$ cat config.mk
export PLATFORM = sky130hd
export DESIGN_NAME = csr_exec_unit
export DESIGN_NICKNAME = d
export VERILOG_FILES = /design/src/rtl/csr_exec_unit.sv
export SDC_FILE = /design/constraint.sdc
export NUM_CORES = 1
export LEC_CHECK = 0
export CAP_MARGIN = 20
export CORE_ASPECT_RATIO = 1.4
export CORE_MARGIN = 10
export CORE_UTILIZATION = 36
export CTS_BUF_LIST = sky130_fd_sc_hd__clkbuf_2 sky130_fd_sc_hd__clkbuf_4 sky130_fd_sc_hd__clkbuf_8
export DETAILED_ROUTE_END_ITERATION = 6
export GPL_TIMING_DRIVEN = 0
export PLACE_DENSITY = 0.87
export SLEW_MARGIN = 20
export SYNTH_ARGS = -nofsm -noshare
export SYNTH_HDL_FRONTEND = slang
export SYNTH_SLANG_ARGS = --single-unit
$ cat constraint.sdc
create_clock -name clk -period 1.4 [get_ports clk]
set_input_delay 0.28 -clock clk [delete_from_list [all_inputs] [get_ports clk]]
set_output_delay 0.28 -clock clk [all_outputs]
set_load 0.05 [all_outputs]
$ cat src/rtl/csr_exec_unit.sv
// Execute-stage CSR/trap controller: Zicsr read-modify-write, ECALL trap entry and MRET return,
// driving the single read and single write port of the downstream CSR register file.
module csr_exec_unit #(
    parameter logic [11:0] MTVEC_ADDR  = 12'h305,
    parameter logic [11:0] MEPC_ADDR   = 12'h341,
    parameter logic [11:0] MCAUSE_ADDR = 12'h342,
    parameter logic [31:0] ECALL_CAUSE = 32'd11
) (
    input  logic        clk,
    input  logic        rst_n,
    input  logic        in_valid,
    output logic        in_ready,
    input  logic [2:0]  in_funct3,
    input  logic [11:0] in_csr_addr,
    input  logic [4:0]  in_rs1_idx,
    input  logic [31:0] in_rs1_data,
    input  logic [4:0]  in_rd_idx,
    input  logic [31:0] in_pc,
    input  logic        in_is_ecall,
    input  logic        in_is_mret,
    output logic [11:0] csr_addr_r,
    input  logic [31:0] csr_data_r,
    output logic [11:0] csr_addr_w,
    output logic [31:0] csr_data_w,
    output logic        csr_we,
    output logic        out_valid,
    output logic [4:0]  out_rd_idx,
    output logic [31:0] out_rd_data,
    output logic        out_rd_we,
    output logic        redirect_valid,
    output logic [31:0] redirect_pc,
    output logic        illegal
);

    typedef enum logic [1:0] {
        IDLE       = 2'd0,
        TRAP_CAUSE = 2'd1,
        TRAP_JUMP  = 2'd2,
        MRET_RD    = 2'd3
    } state_t;

    state_t      state_r;
    state_t      state_next_s;
    logic        accept_s;
    logic        op_ecall_s;
    logic        op_mret_s;
    logic        op_csr_s;
    logic        op_illegal_s;
    logic        csr_write_s;
    logic        csr_we_s;
    logic [31:0] src_s;
    logic [31:0] new_s;

    // Zicsr update rule selected by funct3[1:0]: 01 write, 10 set bits, 11 clear bits.
    function automatic logic [31:0] csr_rmw(input logic [1:0] op,
                                            input logic [31:0] old_val,
                                            input logic [31:0] src_val);
        logic [31:0] res;
        case (op)
            2'b01:   res = src_val;
            2'b10:   res = old_val | src_val;
            2'b11:   res = old_val & ~src_val;
            default: res = old_val;
        endcase
        return res;
    endfunction

    // Instruction decode with ECALL > MRET > funct3 priority.
    always_comb begin
        accept_s     = in_valid && (state_r == IDLE);
        op_ecall_s   = accept_s && in_is_ecall;
        op_mret_s    = accept_s && !in_is_ecall && in_is_mret;
        op_csr_s     = accept_s && !in_is_ecall && !in_is_mret && (in_funct3[1:0] != 2'b00);
        op_illegal_s = accept_s && !in_is_ecall && !in_is_mret && (in_funct3[1:0] == 2'b00);
        src_s        = in_funct3[2] ? {27'd0, in_rs1_idx} : in_rs1_data;
        new_s        = csr_rmw(in_funct3[1:0], csr_data_r, src_s);
        // Set/clear with a zero source must not touch the CSR (side-effect free read).
        csr_write_s  = (in_funct3[1:0] == 2'b01) || (in_rs1_idx != 5'd0);
    end

    // State register.
    always_ff @(posedge clk or negedge rst_n) begin
        if (!rst_n) begin
            state_r <= IDLE;
        end else begin
            state_r <= state_next_s;
        end
    end

    // Next-state logic.
    always_comb begin
        state_next_s = state_r;
        case (state_r)
            IDLE: begin
                if (op_ecall_s) begin
                    state_next_s = TRAP_CAUSE;
                end else if (op_mret_s) begin
                    state_next_s = MRET_RD;
                end else begin
                    state_next_s = IDLE;
                end
            end
            TRAP_CAUSE: state_next_s = TRAP_JUMP;
            TRAP_JUMP:  state_next_s = IDLE;
            MRET_RD:    state_next_s = IDLE;
            default:    state_next_s = IDLE;
        endcase
    end

    // CSR port and handshake outputs.
    always_comb begin
        in_ready   = 1'b0;
        csr_addr_r = in_csr_addr;
        csr_addr_w = in_csr_addr;
        csr_data_w = new_s;
        csr_we_s   = 1'b0;
        case (state_r)
            IDLE: begin
                in_ready = 1'b1;
                if (op_ecall_s) begin
                    csr_we_s   = 1'b1;
                    csr_addr_w = MEPC_ADDR;
                    csr_data_w = in_pc;
                end else if (op_csr_s) begin
                    csr_we_s = csr_write_s;
                end else begin
                    csr_we_s = 1'b0;
                end
            end
            TRAP_CAUSE: begin
                csr_we_s   = 1'b1;
                csr_addr_w = MCAUSE_ADDR;
                csr_data_w = ECALL_CAUSE;
            end
            TRAP_JUMP: csr_addr_r = MTVEC_ADDR;
            MRET_RD:   csr_addr_r = MEPC_ADDR;
            default:   csr_we_s = 1'b0;
        endcase
    end

    // Reset must block any write even though the FSM decode is still live.
    assign csr_we = csr_we_s & rst_n;

    // Registered writeback and redirect pulses.
    always_ff @(posedge clk or negedge rst_n) begin
        if (!rst_n) begin
            out_valid      <= 1'b0;
            out_rd_idx     <= 5'd0;
            out_rd_data    <= 32'd0;
            out_rd_we      <= 1'b0;
            redirect_valid <= 1'b0;
            redirect_pc    <= 32'd0;
            illegal        <= 1'b0;
        end else begin
            out_valid      <= op_csr_s || op_illegal_s;
            illegal        <= op_illegal_s;
            out_rd_we      <= op_csr_s && (in_rd_idx != 5'd0);
            redirect_valid <= (state_r == TRAP_JUMP) || (state_r == MRET_RD);
            if (op_csr_s || op_illegal_s) begin
                out_rd_idx  <= in_rd_idx;
                out_rd_data <= csr_data_r;
            end
            if (state_r == TRAP_JUMP) begin
                redirect_pc <= {csr_data_r[31:2], 2'b00};
            end else if (state_r == MRET_RD) begin
                redirect_pc <= {csr_data_r[31:1], 1'b0};
            end
        end
    end

endmodule
Yosys cells after proc, flatten, opt, wreduce, memory -nomap -nowiden
Cells that the tools add are included.

cells by class
  add/sub/neg operators = 0
  multiply operators = 0
  div/mod/pow operators = 0
  magnitude comparators = 0
  equality and inequality tests = 6
  shifts and indexed selects = 0
  muxes and demuxes = 16
  bitwise operators = 4
  reduce and logical (&&, ||, !) cells = 20

operators by type and width
  operator                                       number
  2-to-1 mux 32 bit                              4
  one-hot mux 32 bit (3 select lines)            1
  one-hot mux 32 bit (2 select lines)            1
  one-hot mux 12 bit (2 select lines)            2
  bitwise AND 32 bit                             1
  inverter 32 bit                                1
  bitwise OR 32 bit                              1
  2-to-1 mux 12 bit                              1
  nonzero test 5 bit                             2
  == test 2 bit, second input constant           4
  logical AND 1 bit                              8
  one-hot mux 2 bit (3 select lines)             1
  == test 2 x 1 -> 1 bit, second input constant  2
  logical NOT 2 bit                              2
  2-to-1 mux 2 bit                               2
  nonzero test 2 bit                             2
  logical OR 1 bit                               3
  2-to-1 mux 1 bit                               3
  logical NOT 1 bit                              2
  one-hot mux 1 bit (2 select lines)             1
  OR reduction 2 bit                             1
  bitwise AND 1 bit                              1

word-level totals
  bits in registers = 75
  bits in latches = 0
  memory bits (writable) = 0
  memory bits (read-only) = 0
  input bits = 126
  output and inout port bits = 131
  logic and storage cells = 54
  memories kept = 0

Depth between registers and ports, before layout
  word-level depth = 9
  mapped depth = 6
  mapped depth without buffers = 4

Worst setup path after synthesis
OpenSTA, ideal clock, no wires.

  path type = in2out
  from = input in_funct3[0]
  to = output csr_data_w[11]
  arrival = 2.102 ns
  required time = 1.120 ns
  path slack = -0.982 ns
  cell stages on the path = 5
  buffers on the path = 3
  path through = buf_6 -> buf_6 -> clkbuf_1 -> a211oi_1 -> o31ai_1

between the ends
  cells in the longest elaborated chain, start to end = 4
  elaborated cells on any way between the ends = 6
  those cells by class = eq/ne (3); mux (3)

RTL lines
  element                                                         RTL line  text
  start: declaration                                              13        input logic [2:0] in_funct3,
  == test 2 bit / == test 2 x 1 -> 1 bit (equally long branches)  59        case (op)
  one-hot mux 32 bit (3 select lines) *                           59
  2-to-1 mux 32 bit                                               120       if (op_ecall_s) begin
  one-hot mux 32 bit (2 select lines) *                           117       case (state_r)
  end: declaration                                                24        output logic [31:0] csr_data_w,

Every way passes the cells marked *; elsewhere a longest branch is shown, timed or not.

Worst setup path in the final report
  from = register state_r[1]
  to = output csr_we

between the ends
  cells in the longest elaborated chain, start to end = 9
  elaborated cells on any way between the ends = 11
  those cells by class = eq/ne (1); mux (3); bitwise (1); reduce/logical (6)

RTL lines
  element                               RTL line  text
  start: declaration                    42        state_t state_r;
  start signal: assignment              86        state_r <= state_next_s;
  logical NOT 2 bit                     70, 117
  logical AND 1 bit                     70        accept_s = in_valid && (state_r == IDLE);
  logical AND 1 bit (3 in a row)        73        op_csr_s = accept_s && !in_is_ecall && !in_is_mret && (in_funct3[1:0] != 2'b00);
  2-to-1 mux 1 bit                      124       end else if (op_csr_s) begin
  2-to-1 mux 1 bit                      120
  one-hot mux 1 bit (2 select lines) *  117
  bitwise AND 1 bit *                   142       assign csr_we = csr_we_s & rst_n;
  end: declaration                      25        output logic csr_we,

Marks and branches as above.

==> flow_summary_export.csv <==
group,metric,value,unit
power_and_ir_drop,p_seq_frac,0.248,
critical_path,path_max_fanout,5,
clock_tree,clock_path_buffers,2,
power_and_ir_drop,p_comb_frac,0.627,
route,route.met2.wl,12.4,mm
critical_path,r2r-end,"out_rd_data[30]",
timing,layout_setup_ws,-718,ps
logic_synthesis,syn_nets,556,
critical_path,cp_top_family,"simple AND/OR/NAND/NOR gates",
grt,overflow,0,
cells_and_area,nNetsFinal,853,
timing,layout_min_cycle_time,2120,ps
timing,whs,410,ps
die,coreArea,12300,µm²
critical_path,timing.rr.start,"state_r[1]",
route,wl,22.9,mm
route,met1Wirelength,7.71,mm
cells_and_area,drive_above_1_share,0.601,
clock_tree,cts_tree,"done",
critical_path,reg2reg_slack,-480,ps
critical_path,worstPathArrival,1840,ps
worst_hold_path,min_to,"out_rd_we",
clock_tree,insertion_delay,370,ps
critical_path,start_kind,"flop",
clock_tree,cts_max_level,3,
grt,grt_max_degree,51,
critical_path,cp_cell_sequence,"buf_6, buf_4, nor2_4, nand3_4, nor3_4, o311a_4, buf_8",
worst_hold_path,min-delay-start,"in_funct3[1]",
logic_synthesis,synthDistinctLibCells,36,
logic_synthesis,synth.area.top_cells,"dfrtp_1, mux2_2, nor2b_1",
critical_path,worstPathRequired,1120,ps
timing,hold_violations,0,
timing,finalCritPeriodShare,1.51,
route,wire_per_inst,25.8,µm
die,die_area,17500,µm²
power_and_ir_drop,swShare,0.494,
outcome,violations,"negative setup slack",
route,drt_iter0_drc,152,
route,vias,4820,
die,die_x,115,µm
clock_tree,clkSlewWorstSetupHoldPaths,90,ps
cells_and_area,final_cell_area,9410,µm²
logic_synthesis,syn_inst,430,
power_and_ir_drop,peakVddDrop,1.09,mV
cells_and_area,instances_no_fill,887,
grt,grt_usage,0.238,
die,die_h,152,µm
logic_synthesis,synth_top_area_share,0.411,
place,place_congestion,0.857,
power_and_ir_drop,p_int,6.32,mW
power_and_ir_drop,power,12.5,mW
timing,slew_viol_final,0,
timing,rsz0062_at_grt,"yes",
clock_tree,cts-root-buf,"clkbuf_8",
logic_synthesis,ys_seq_elements,74,
clock_tree,clkSinkCount,74,
timing,clock.fmax,472,MHz
route,wl_met3,1.80,mm
place,dp_hpwl,16.1,mm
power_and_ir_drop,p_clk_frac,0.125,
worst_hold_path,hold_path_class,"in -> reg",
cells_and_area,final_util,0.765,
power_and_ir_drop,power.density,1330,nW/µm²
timing,clock_skew,14.7,ps
logic_synthesis,synth_seq_area_share,0.411,
timing,setup_viol,101,
power_and_ir_drop,power.leakage,3.98,nW
power_and_ir_drop,p_switching,6.18,mW
route,post_drt_via_cell_ratio,5.43,
route,highest_layer,"met4",
place,dp.cells,834,
route,dr.pass1.iters,4,
grt,grt_pass1_vias,5365,
clock_tree,cts_buffers,9,
critical_path,cpPeakStageDelay,400,ps
critical_path,crit_type,"reg -> out",
route,antenna_left,0,
outcome,outcome,"finished with violations",
route,drcViolationCount,0,
critical_path,crit_slowest_cell,"dfrtp_1",
critical_path,cp_num_buf_inv,3,
cells_and_area,area_growth,109,%
grt,antenna_found_initial,5,
die,rows,48,
die,pin_count,257,
critical_path,end_kind,"output pin",
logic_synthesis,ys.warnings.count,0,
logic_synthesis,avgSynthCellArea,10.5,µm²
die,start_util,0.366,
logic_synthesis,syn_area,4510,µm²
worst_hold_path,worstHoldPathCells,3,
grt,grt_pass1_wl,32.2,mm
place,placed_cell_area,8530,µm²
logic_synthesis,synth.largest_area_cell,"dfrtp_1",
place,io_buffers,253,
critical_path,rr_worst_depth,8,
run,cap_violations,0,
## metrics by stage
stage	worst slack (ps)	TNS [ps]
global route	-776	-49710
floorplan	-294	-13460
detailed placement	-1770	-94070
global placement	-3590	-285210
CTS	-628	-30660
finish	-718	-44400
## what timing repair did
| action | CTS | global route |
|---|---|---|
| hold buffers | 2 | 0 |
| cloned | 3 | 5 |
| setup buffers | 11 | 15 |
| gates resized for setup | 723 | 111 |
| pin swaps | 11 | 15 |
| endpoints found under the hold margin | 24 | 0 |
| endpoints found under the setup margin | 167 | 150 |
## logic make-up after synthesis
kind of cell	count (synthesis)	share of synthesized area
compound gates	75	0.122
buf+inv	43	0.0494
flops	74	0.411
mux	105	0.252
other cells	1	0.000831
simple gates	132	0.165
## cells in the mapped netlist (all sizes together)
| cell type | count |
|---|---|
| nor3 | 6 |
| or4 | 2 |
| o21ai | 4 |
| buf | 21 |
| clkbuf | 16 |
| nor2b | 66 |
| o31ai | 28 |
| and2b | 3 |
| or2 | 6 |
| inv | 6 |
| mux2i | 36 |
| a31o | 1 |
| nor2 | 13 |
| a211o | 3 |
| o311a | 1 |
| mux2 | 69 |
| nand3 | 3 |
| conb | 1 |
| o2bb2ai | 3 |
| nand3b | 1 |
| and3b | 1 |
| and2 | 1 |
| a2111oi | 1 |
| a21oi | 6 |
| a211oi | 28 |
| dfrtp | 74 |
| nand2 | 30 |
## metal layers
metal	GRT usage	vias up
met1	0.244	2411
met2	0.428	214
li1	-	2134
met4	0.117	0
met3	0.0623	61
met5	0	-
## worst min-delay path, cell delays in order
cell	delay, ps
clkbuf_8	150
nor2_1	110
nor3_2	190
## state kept, by name (all words and copies together) (netlist names)
name and cells:
out_valid 1, out_rd_data 32, illegal 1, out_rd_we 1
state_r 2, redirect_pc 31, out_rd_idx 5, redirect_valid 1
## cell usage in the layout, fill, tap and decap left out, types with 4 or more instances in the layout
cell type / Yosys / final
buf_6: 3 / 59
diode_2: 0 / 5
mux2i_1: 36 / 25
buf_8: 0 / 15
nand2_1: 30 / 4
mux2_2: 66 / 66
nor2_1: 12 / 7
nor2b_2: 0 / 5
nand2_2: 0 / 10
clkbuf_8: 1 / 17
buf_4: 2 / 21
nor2b_1: 66 / 27
a211oi_4: 0 / 11
buf_2: 16 / 36
clkbuf_16: 0 / 9
clkdlybuf4s15_2: 0 / 33
buf_12: 0 / 13
nor2_4: 1 / 4
nand2_4: 0 / 16
o31ai_4: 0 / 28
mux2i_2: 0 / 7
dfrtp_1: 74 / 74
nor2b_4: 0 / 34
a21oi_1: 6 / 4
clkdlybuf4s50_1: 0 / 114
or2_4: 0 / 4
a211oi_1: 28 / 14
clkdlybuf4s18_2: 0 / 7
mux2i_4: 0 / 4
## worst max-delay path by stage
stage,depth (start not counted),end,slack (ps),start
floorplan,4,csr_we,-290,in_rs1_idx[4]
global placement,3,csr_we,-3590,rst_n
detailed placement,6,csr_data_w[2],-1770,in_funct3[2]
CTS,7,csr_data_w[15],-630,state_r[0]
global route,8,csr_data_w[14],-780,in_valid
finish,7,csr_we,-720,state_r[1]
## power by group through the flow
stage / Combinational [mW] / Sequential, mW / Clock [mW]
floorplan: 2.73 / 5.33 / 0
global placement: 7.51 / 3.08 / 0
detailed placement: 7.63 / 3.13 / 0
CTS: 7.80 / 3.09 / 1.57
global route: 8.09 / 3.17 / 1.66
finish: 7.83 / 3.10 / 1.56
## final cells by class
class / instances / area, µm²
inverters: 6 / 30.0
multi-input cells: 313 / 3680
plain buffers: 35 / 544
repair buffers: 288 / 2940
clock buffers: 11 / 145
flip-flops and latches: 74 / 1850
well taps: 150 / 188
clock inverters: 5 / 30.0
diodes: 5 / 12.5
fillers: 778 / 2900
Note: power is estimated with default switching activity, not from simulation.
